===== src/rtl/uart_tx_ctrl_p.sv =====
// UART transmit controller: pops a registered-output FIFO and serialises each word
// onto rs232_tx with configurable data width, parity and stop bits.
module uart_tx_ctrl_p #(
  parameter int CLK_FREQ  = 20000000,
  parameter int BAUD      = 9600,
  parameter int DATA_BITS = 8,
  parameter int PARITY    = 0,
  parameter int STOP_BITS = 1
) (
  input  logic                 clk,
  input  logic                 rst,
  input  logic [DATA_BITS-1:0] tx_data,
  input  logic                 tx_start,
  output logic                 fifo_rdreq,
  output logic                 rs232_tx,
  output logic                 busy,
  output logic                 tx_done
);

  localparam int DIV   = CLK_FREQ / BAUD;
  localparam int CNT_W = (DIV > 1) ? $clog2(DIV) : 1;
  localparam int BIT_W = 4;

  localparam logic [CNT_W-1:0] CNT_ZERO  = CNT_W'(0);
  localparam logic [CNT_W-1:0] CNT_ONE   = CNT_W'(1);
  localparam logic [CNT_W-1:0] CNT_LAST  = CNT_W'(DIV - 1);
  localparam logic [BIT_W-1:0] BIT_ZERO  = 4'd0;
  localparam logic [BIT_W-1:0] BIT_ONE   = 4'd1;
  localparam logic [BIT_W-1:0] DATA_LAST = BIT_W'(DATA_BITS - 1);
  localparam logic [BIT_W-1:0] STOP_LAST = BIT_W'(STOP_BITS - 1);

  generate
    if ((DIV < 2) || (DATA_BITS < 5) || (DATA_BITS > 9) || (PARITY < 0) || (PARITY > 2) ||
        (STOP_BITS < 1) || (STOP_BITS > 2)) begin : g_param_check
      $error("uart_tx_ctrl_p: illegal parameter combination");
    end
  endgenerate

  typedef enum logic [2:0] {
    S_IDLE  = 3'd0,
    S_REQ   = 3'd1,
    S_FETCH = 3'd2,
    S_START = 3'd3,
    S_DATA  = 3'd4,
    S_PAR   = 3'd5,
    S_STOP  = 3'd6
  } state_t;

  state_t               state_r, state_s;
  logic [CNT_W-1:0]     cnt_r, cnt_s;
  logic [BIT_W-1:0]     bit_r, bit_s;
  logic [DATA_BITS-1:0] shift_r, shift_s;
  logic                 par_r, par_s;
  logic                 line_s, rdreq_s, done_s, busy_s;

  function automatic logic calc_parity(input logic [DATA_BITS-1:0] d);
    calc_parity = (^d) ^ ((PARITY == 1) ? 1'b1 : 1'b0);
  endfunction

  // Next-state, counters and the next value of every registered output.
  always_comb begin
    state_s = state_r;
    cnt_s   = CNT_ZERO;
    bit_s   = bit_r;
    shift_s = shift_r;
    par_s   = par_r;
    rdreq_s = 1'b0;
    case (state_r)
      S_IDLE: begin
        if (tx_start) begin
          state_s = S_REQ;
          rdreq_s = 1'b1;
        end else begin
          state_s = S_IDLE;
        end
      end
      S_REQ:   state_s = S_FETCH;
      S_FETCH: begin
        shift_s = tx_data;
        par_s   = calc_parity(tx_data);
        state_s = S_START;
      end
      S_START: begin
        if (cnt_r == CNT_LAST) begin
          state_s = S_DATA;
          bit_s   = BIT_ZERO;
        end else begin
          cnt_s = cnt_r + CNT_ONE;
        end
      end
      S_DATA: begin
        if (cnt_r == CNT_LAST) begin
          if (bit_r == DATA_LAST) begin
            bit_s   = BIT_ZERO;
            state_s = (PARITY != 0) ? S_PAR : S_STOP;
          end else begin
            bit_s   = bit_r + BIT_ONE;
            shift_s = {1'b0, shift_r[DATA_BITS-1:1]};
          end
        end else begin
          cnt_s = cnt_r + CNT_ONE;
        end
      end
      S_PAR: begin
        if (cnt_r == CNT_LAST) begin
          state_s = S_STOP;
          bit_s   = BIT_ZERO;
        end else begin
          cnt_s = cnt_r + CNT_ONE;
        end
      end
      S_STOP: begin
        if (cnt_r == CNT_LAST) begin
          if (bit_r == STOP_LAST) begin
            state_s = S_IDLE;
            bit_s   = BIT_ZERO;
          end else begin
            bit_s = bit_r + BIT_ONE;
          end
        end else begin
          cnt_s = cnt_r + CNT_ONE;
        end
      end
      default: begin
        state_s = S_IDLE;
        bit_s   = BIT_ZERO;
      end
    endcase

    // Line level is derived from the next state so the output register leads the FSM.
    case (state_s)
      S_START: line_s = 1'b0;
      S_DATA:  line_s = shift_s[0];
      S_PAR:   line_s = par_s;
      default: line_s = 1'b1;
    endcase
    done_s = (state_s == S_STOP) && (cnt_s == CNT_LAST) && (bit_s == STOP_LAST);
    busy_s = (state_s != S_IDLE);
  end

  // State, counters, shift register and registered outputs.
  always_ff @(posedge clk) begin
    if (rst) begin
      state_r    <= S_IDLE;
      cnt_r      <= CNT_ZERO;
      bit_r      <= BIT_ZERO;
      shift_r    <= {DATA_BITS{1'b0}};
      par_r      <= 1'b0;
      rs232_tx   <= 1'b1;
      fifo_rdreq <= 1'b0;
      busy       <= 1'b0;
      tx_done    <= 1'b0;
    end else begin
      state_r    <= state_s;
      cnt_r      <= cnt_s;
      bit_r      <= bit_s;
      shift_r    <= shift_s;
      par_r      <= par_s;
      rs232_tx   <= line_s;
      fifo_rdreq <= rdreq_s;
      busy       <= busy_s;
      tx_done    <= done_s;
    end
  end

endmodule


===== config.mk =====
export PLATFORM = sky130hd
export DESIGN_NAME = uart_tx_ctrl_p
export DESIGN_NICKNAME = d
export VERILOG_FILES = /design/src/rtl/uart_tx_ctrl_p.sv
export SDC_FILE = /design/constraint.sdc
export NUM_CORES = 1
export LEC_CHECK = 0
export CORE_UTILIZATION = 60
export DETAILED_ROUTE_END_ITERATION = 16
export DONT_BUFFER_PORTS = 1
export PLACE_DENSITY = 0.79
export RECOVER_POWER = 25
export SLEW_MARGIN = 20
export SYNTH_ARGS = -nofsm -noshare
export SYNTH_HDL_FRONTEND = slang
export SYNTH_SLANG_ARGS = --single-unit

===== constraint.sdc =====
create_clock -name clk -period 3.2 [get_ports clk]
set_input_delay 0.32 -clock clk [delete_from_list [all_inputs] [get_ports clk]]
set_output_delay 0.32 -clock clk [all_outputs]
set_load 0.005 [all_outputs]

==> metrics.md, run 1 <==
| Metric | Value |
|---|---|
| Worst R2R Start | cnt_r[0] |
| Yosys reg bits | 32 |
| Final-report max-slew violation count | 0 |
| Rows | 19 |
| Worst rel slew slack | 59.93% |
| Post-synth EDFFs | 0 |
| H-tree depth | 2 |
| Slowest cell delay on critical path | 0.43 ns |
| Worst-Skew Late Latency | 0.34 ns |
| Maximum vdd drop | 0.3796 mV |
| Crit path from | cnt_r[0] |
| Fillers | 232 |
| Netlist Area Pre-Place | 1770 um2 |
| Critical path class | reg -> reg |
| Status | completed |
| Remaining Overflow, GRT | 0 |
| Clock transition at the registers of the reported paths | 0.10 ns |
| PortBufs | 0 |
| Initial Util | 63.65% |
| Worst setup EP type | flop |
| Drt via density | 6.084 |
| Post-Syn Nets | 226 |
| Final wirelength | 3.360 mm |
| Synth Flop Type | dfxtp_1 |
| Slowest CP cell | and3_1 |
| Vias in the first global route | 1346 |
| Routed vias | 1442 |
| Max Cap Viol | 0 |
| Final core utilization | 64.69% |
| Leak | 0.6308 nW |
| Worst-path cell chain | inv_1, ha_1, nor4b_4, and3_1, and3_1, nor2_2, a21o_1, a221o_1 |
| Post-Syn Area per Cell | 8.391 um2 |
| Tot GR Track Use | 23.47% |
| CTS tree | done |
| Final setup fails | 0 |
| Drt pass-1 iters | 4 |
| Clk buf depth | 2 |
| Gate Count Post-Synth | 211 |
| Hold Worst Slack | 0.03574 ns |
| Layout cells sized above 1 | 5.825% |
| Die area | 3172 um2 |
| Min-delay worst type | in -> reg |
| Hold Buf Count CTS | 0 |
| Post-CTS setup buffer count | 0 |
| Post-synthesis async set-or-reset flop share | 0% |
| Seq/Total Area, Yosys | 36.18% |
| Most used cell, CP | and3_1 |
| Wirelength per Cell | 14.18 um |
| Actual slew at the worst max-slew pin | 0.6003 ns |
| Antenna diode count | 0 |
| Post-Layout Inst Area | 1799 um2 |
| Iter 0 DRT Violations | 90 |
| Clk root buf | clkbuf_4 |
| Period utilization | 78.41% |
| Hold Startpoint | rst |
| Setup TNS | 0 ns |
| Final GP Congestion | 0.8520 |
| Ports | 15 |
| Fin. Hold Viols | 0 |
| Critical Path Source Type | flop |
| Largest net degree at the start of global routing | 20 |
| CTS buffer count | 5 |
| First-pass GRT wire length | 5.747 mm |
| Post-CTS Resized | 0 |
| Worst Path Arrival | 2.73 ns |
| DP Cell Count | 229 |
| Worst Skew | 0.009320 ns |
| CTS Sinks | 32 |
| Core footprint | 2781 um2 |
| Area grow syn2layout | 1.626% |
| DP HPWL | 2.454 mm |
| Placement Cell Area | 1742 um2 |
| Netlist cell types | 43 |
| Final Non-Filler Cells | 237 |
| Power per cell area | 398.3 nW/um2 |
| RSZ-0062 raised after global routing | false |
| Final nets | 220 |
| Min Tclk post-route | 2.509 ns |
| DRC violations left | 0 |
| DIE WIDTH | 56.32 um |
| Initial antenna violation count | 0 |
| Fmax | 398.5 MHz |
| Chip Height | 56.32 um |
| Critical Path RT | 3.43 ns |
| Post-route ant nets | 0 |
| Yosys synthesis warning count | 0 |
| Max FO, Critical Path | 11 |
==> critical path: cells and delay by family (launching register included) <==
| family | cells | cell delay, ns |
|---|---|---|
| flip-flops | 1 | 0.36 |
| buffers and inverters | 1 | 0.09 |
| adder cells (fa/ha/maj) | 1 | 0.15 |
| AND/OR/NAND/NOR | 4 | 1.24 |
| AO/OA/AOI/OAI | 2 | 0.56 |
==> per-layer routing <==
metal	routed length (um)	vias up	track usage, %	part of all wire (%)
li1	-	732	-	-
met3	152	7	6.221	4.5
met1	1536	666	28.95	46
met2	1604	37	35.88	48
met5	0	-	0	0
met4	67	0	15.68	2.0
==> final timing paths <==
check	endpoint	slack [ns]	cells past startpoint
setup reg to reg	rs232_tx	0.69	8
setup / recovery	rs232_tx	0.69	8
hold reg to reg	shift_r[2]	0.45	2
hold / removal	shift_r[2]	0.04	1
==> cell usage after synthesis (2+ instances only) <==
library cell,instances,share of area [%]
buf_2,3,0.85
xor2_1,6,3.0
nand2b_1,3,1.1
and2_1,4,1.4
dfxtp_1,32,36
nand4_1,4,1.4
nand3_1,9,2.5
o211ai_1,2,0.85
nand2_1,16,3.4
a21o_1,2,0.85
and3_1,5,1.8
a22oi_1,6,2.5
inv_1,7,1.5
or3_1,4,1.4
a221o_1,2,1.1
ha_1,4,2.8
and4b_1,2,1.1
nor4b_4,2,2.7
a211oi_1,2,0.85
a22o_1,2,0.99
nor4_1,2,0.71
nor3b_1,4,1.7
nor3_1,4,1.1
a21oi_1,13,3.7
o21ai_0,4,1.1
nor2b_1,6,2.1
buf_6,2,1.3
a31oi_1,2,0.71
xnor2_1,14,6.9
clkbuf_1,8,1.7
nor2_1,23,4.9
==> flip-flops by register name, indices dropped and copies added, names as in the netlist <==
| name | count |
|---|---|
| bit_r | 4 |
| busy | 1 |
| cnt_r | 12 |
| fifo_rdreq | 1 |
| par_r | 1 |
| rs232_tx | 1 |
| shift_r | 8 |
| state_r | 3 |
| tx_done | 1 |
==> layout make-up <==
cell class	count	area (um2)	share of cell area, %
inverter	7	26.28	1.460
clock buffer	6	51.30	2.851
multi-input combinational	158	1028	57.16
sequential	32	640.6	35.60
clock inverter	2	10.01	0.5563
timing repair buffer	1	3.754	0.2086
tap	31	38.79	2.156
==> layout by cell type, fill, tap and decap left out, drive strengths merged <==
master / count
a22o: 2
and2: 4
clkbuf: 7
ha: 4
o211ai: 2
nor3: 4
a41o: 1
nor2b: 6
a21oi: 13
nand2: 16
nor4b: 3
a31oi: 2
a32oi: 1
o22ai: 1
nand3: 9
xnor2: 14
and4b: 2
or3: 4
o21bai: 1
clkinv: 2
nor4: 2
nor2: 24
a21o: 2
o31ai: 1
o311ai: 1
nand4: 4
a22oi: 6
nand2b: 3
and3: 5
inv: 7
o21ai: 4
nor3b: 5
o221ai: 1
xor2: 6
a211oi: 2
a221o: 2
and3b: 1
dfxtp: 32
==> cell families after synthesis <==
kind of cell               after synthesis  share of synthesized area (%)
AOI/OAI and AO/OA                       42                          15.97
buffers and inverters                   21                          5.725
and+or+nand+nor                         92                          29.40
adders and majority gates                4                          2.827
DFF                                     32                          36.18
xor gates and xnor gates                20                          9.894
==> where the power goes <==
part	internal (mW)	total [mW]	switching, mW
Clock	0.104	0.237	0.133
Sequential	0.411	0.424	0.0134
Combinational	0.0279	0.0553	0.0274
Total	0.543	0.717	0.174
==> stage by stage <==
step / power [mW] / setup WS [ns]
final: 0.7166 / 0.6908
after CTS: 0.7278 / 0.7195
after detailed placement: 0.4899 / 0.7364
after global routing: 0.7491 / 0.5532
after floorplan: 0.4807 / 1.249
after global placement: 0.4883 / 0.8381
(Power assumes the default switching activity.)
==> inputs of run 2 (changes only) <==
CORE_UTILIZATION = 56   (was 60)
PLACE_DENSITY = 0.77   (was 0.79)
clock period = 2 ns   (was 3.2 ns; I/O delays follow)
==> run 2 against run 1 <==
  * Total power increased by 64%
  * Critical path type unchanged
  * The run now ends with negative hold slack left
  * Sequential share of layout area decreased by 3.5 points
  * Fmax increased by 30%
  * Wire length increased by 15%
  * Clock power increased by 64%
  * Final cell count increased by 14%
  * Non-clock buffer count increased by 21
  * Largest cell class unchanged
  * Die area increased by 6.9%
  * Critical endpoint is now tx_done
  * Final area increased by 11%
==> metrics.md, run 2 (synthesis gave the netlist of run 1 again) <==
| Metric | Value |
|---|---|
| RSZ-0062 raised after global routing | true |
| PortBufs | 0 (unchanged) |
| Final wirelength | 3.878 mm (+15%) |
| Max reg flops | 12 (unchanged) |
| Layout cells sized above 1 | 14.98% (+9.2 points) |
| Placement Cell Area | 1901 um2 (+9.1%) |
| Worst Skew | 0.006124 ns (-0.003196 ns) |
| Multi-input logic area | 1052 um2 (+2.3%) |
| Initial antenna violation count | 0 (unchanged) |
| Met3 Usage GRT | 5.134% (-1.1 points) |
| Maximum vdd drop | 0.3471 mV (-8.5%) |
| Total power | 1.176 mW (+64%) |
| Most frequent cells in the layout | dfxtp_1, nor2_1, buf_4 |
| Min-delay worst type | in -> reg |
| Worst Path Arrival | 2.17 ns (-0.56 ns) |
| Critical Path RT | 2.24 ns (-1.19 ns) |
| Initial Util | 58.47% (-5.2 points) |
| Max FO, Critical Path | 4 (-7) |
| CTS tree | done |
| First-pass GRT wire length | 6.465 mm (+12%) |
| Clk buf depth | 2 (unchanged) |
| Routed vias | 1561 (+8.3%) |
| Status | finished, violations left |
| Drt via density | 5.760 (-5.3%) |
| Iter 0 DRT Violations | 115 (+28%) |
| Post-route ant nets | 0 (unchanged) |
| Final core utilization | 65.95% (+1.3 points) |
| Setup TNS | 0 ns (unchanged) |
| Hold Worst Slack | -0.002912 ns (-0.03865 ns) |
| Commonest non-fill, non-tap cell in the layout | dfxtp_1 |
| Worst setup EP type | flop |
| DP Cell Count | 261 (+14%) |
| Antenna diode count | 0 (unchanged) |
| Final-report max-slew violation count | 0 (unchanged) |
| Critical Path Source Type | flop |
| Slowest cell delay on critical path | 0.34 ns (-0.09 ns) |
| Final nets | 241 (+9.5%) |
| Worst-path cell chain | inv_1, ha_1, nor4b_4, buf_4, nand3_1, nor4b_1, a221o_1, nor2b_1, and4b_1 |
| Busiest grt layer | met2 |
| Post-Layout Inst Area | 1997 um2 (+11%) |
| Largest net degree at the start of global routing | 14 (-30%) |
| DP HPWL | 2.717 mm (+11%) |
| Tot GR Track Use | 25.34% (+1.9 points) |
| Critical path class | reg -> reg |
| Fillers | 266 (+15%) |
| Max Cap Viol | 0 (unchanged) |
| DIE WIDTH | 58.23 um (+3.4%) |
| Leak | 0.7296 nW (+16%) |
| H-tree depth | 2 (unchanged) |
| Rows | 20 (+1) |
| Core footprint | 3028 um2 (+8.9%) |
| CP top delay family | simple AND/OR/NAND/NOR gates |
| Crit path buf inv count | 2 (+1) |
| Final GP Congestion | 0.9360 (+9.9%) |
| Met1 Resource Use GR | 30.51% (+1.6 points) |
| Period utilization | 96.46% (+18 points) |
| Die area | 3390 um2 (+6.9%) |
| Register area | 641.9 um2 (+0.20%) |
| Fmax | 518.4 MHz (+30%) |
| Min Tclk post-route | 1.929 ns (-0.5801 ns) |
| Vias in the first global route | 1511 (+12%) |
| Final Non-Filler Cells | 271 (+14%) |
| Final setup fails | 0 (unchanged) |
| Worst rel slew slack | 65.14% (+5.2 points) |
| Clock transition at the registers of the reported paths | 0.09 ns (about the same) |
| DRC violations left | 0 (unchanged) |
| Remaining Overflow, GRT | 0 (unchanged) |
| Fin. Hold Viols | 1 (+1) |
| Met2 usage | 41.22% (+5.3 points) |
| Power per cell area | 589.1 nW/um2 (+48%) |
| Chip Height | 58.23 um (+3.4%) |
| Reg-to-reg slack, setup | 0.07 ns (-0.62 ns) |
| Slowest CP cell | dfxtp_2 |
| Top flop regs | cnt_r: 12 flops, shift_r: 8 flops, bit_r: 4 flops |
| Failing checks | negative hold slack |
| Most flop-heavy register | cnt_r |
| CTS buffer count | 5 (unchanged) |
| CTS Sinks | 32 (unchanged) |
| Drt pass-1 iters | 4 (unchanged) |
| Worst-Skew Late Latency | 0.34 ns (about the same) |
| Area grow syn2layout | 12.79% |
| Clk root buf | clkbuf_4 |
| Ports | 15 (unchanged) |
| Wirelength per Cell | 14.31 um (+0.94%) |
| Actual slew at the worst max-slew pin | 0.5218 ns (-0.07850 ns) |
-- run 2: changes by cell type in the layout (fill, tap and decap cells not counted), sizes merged --
| cell | before | now |
|---|---|---|
| buf | 0 | 18 |
| clkbuf | 7 | 10 |
| clkinv | 2 | 0 |
| dlygate4sd3 | 0 | 2 |
-- run 2: worst paths after layout --
| path | to | from | cells after the start |
|---|---|---|---|
| max | tx_done | cnt_r[0] | 9 |
| min reg2reg | shift_r[4] | shift_r[4] | 2 |
| max reg2reg | tx_done | cnt_r[0] | 9 |
| min | shift_r[7] | tx_data[7] | 2 |
-- run 2: where the power goes --
part           switching, mW  total, mW  internal (mW)
sequential            0.0180      0.675          0.657
clock                  0.215      0.388          0.173
combinational         0.0585      0.113         0.0545
total                  0.292       1.18          0.885
-- run 2: routing by layer --
metal  vias to the layer above  routed length (um)
met5                         -                   0
met4                         0                  89
met3                        10                 147
met2                        38                1925
met1                       744                1715
li1                        769                   -
-- run 2: area by class of cell --
cell class / count / area share (%)
Clock buffer: 8 / 2.945
Tap cell: 44 / 2.757
Inverter: 7 / 1.316
Multi-Input combinational cell: 158 / 52.69
Sequential cell: 32 / 32.14
Timing Repair Buffer: 22 / 8.145
-- run 2: through the flow --
| step | setup WS (ns) | hold WS (ns) |
|---|---|---|
| floorplan | 0.04886 | 0.2716 |
| global placement | 0.07725 | 0.2737 |
| detailed placement | 0.03327 | 0.2760 |
| CTS | 0.004617 | 0.0005145 |
| global route | -0.03027 | 0.01392 |
| finish | 0.07086 | -0.002912 |
-- run 2: repair_timing --
action / CTS / global route
endpoints found under the setup margin: 0 / 14
buffers inserted: 0 / 0
hold buffers: 2 / 0
hold endpoints to repair: 14 / 0
gates resized for setup: 0 / 7
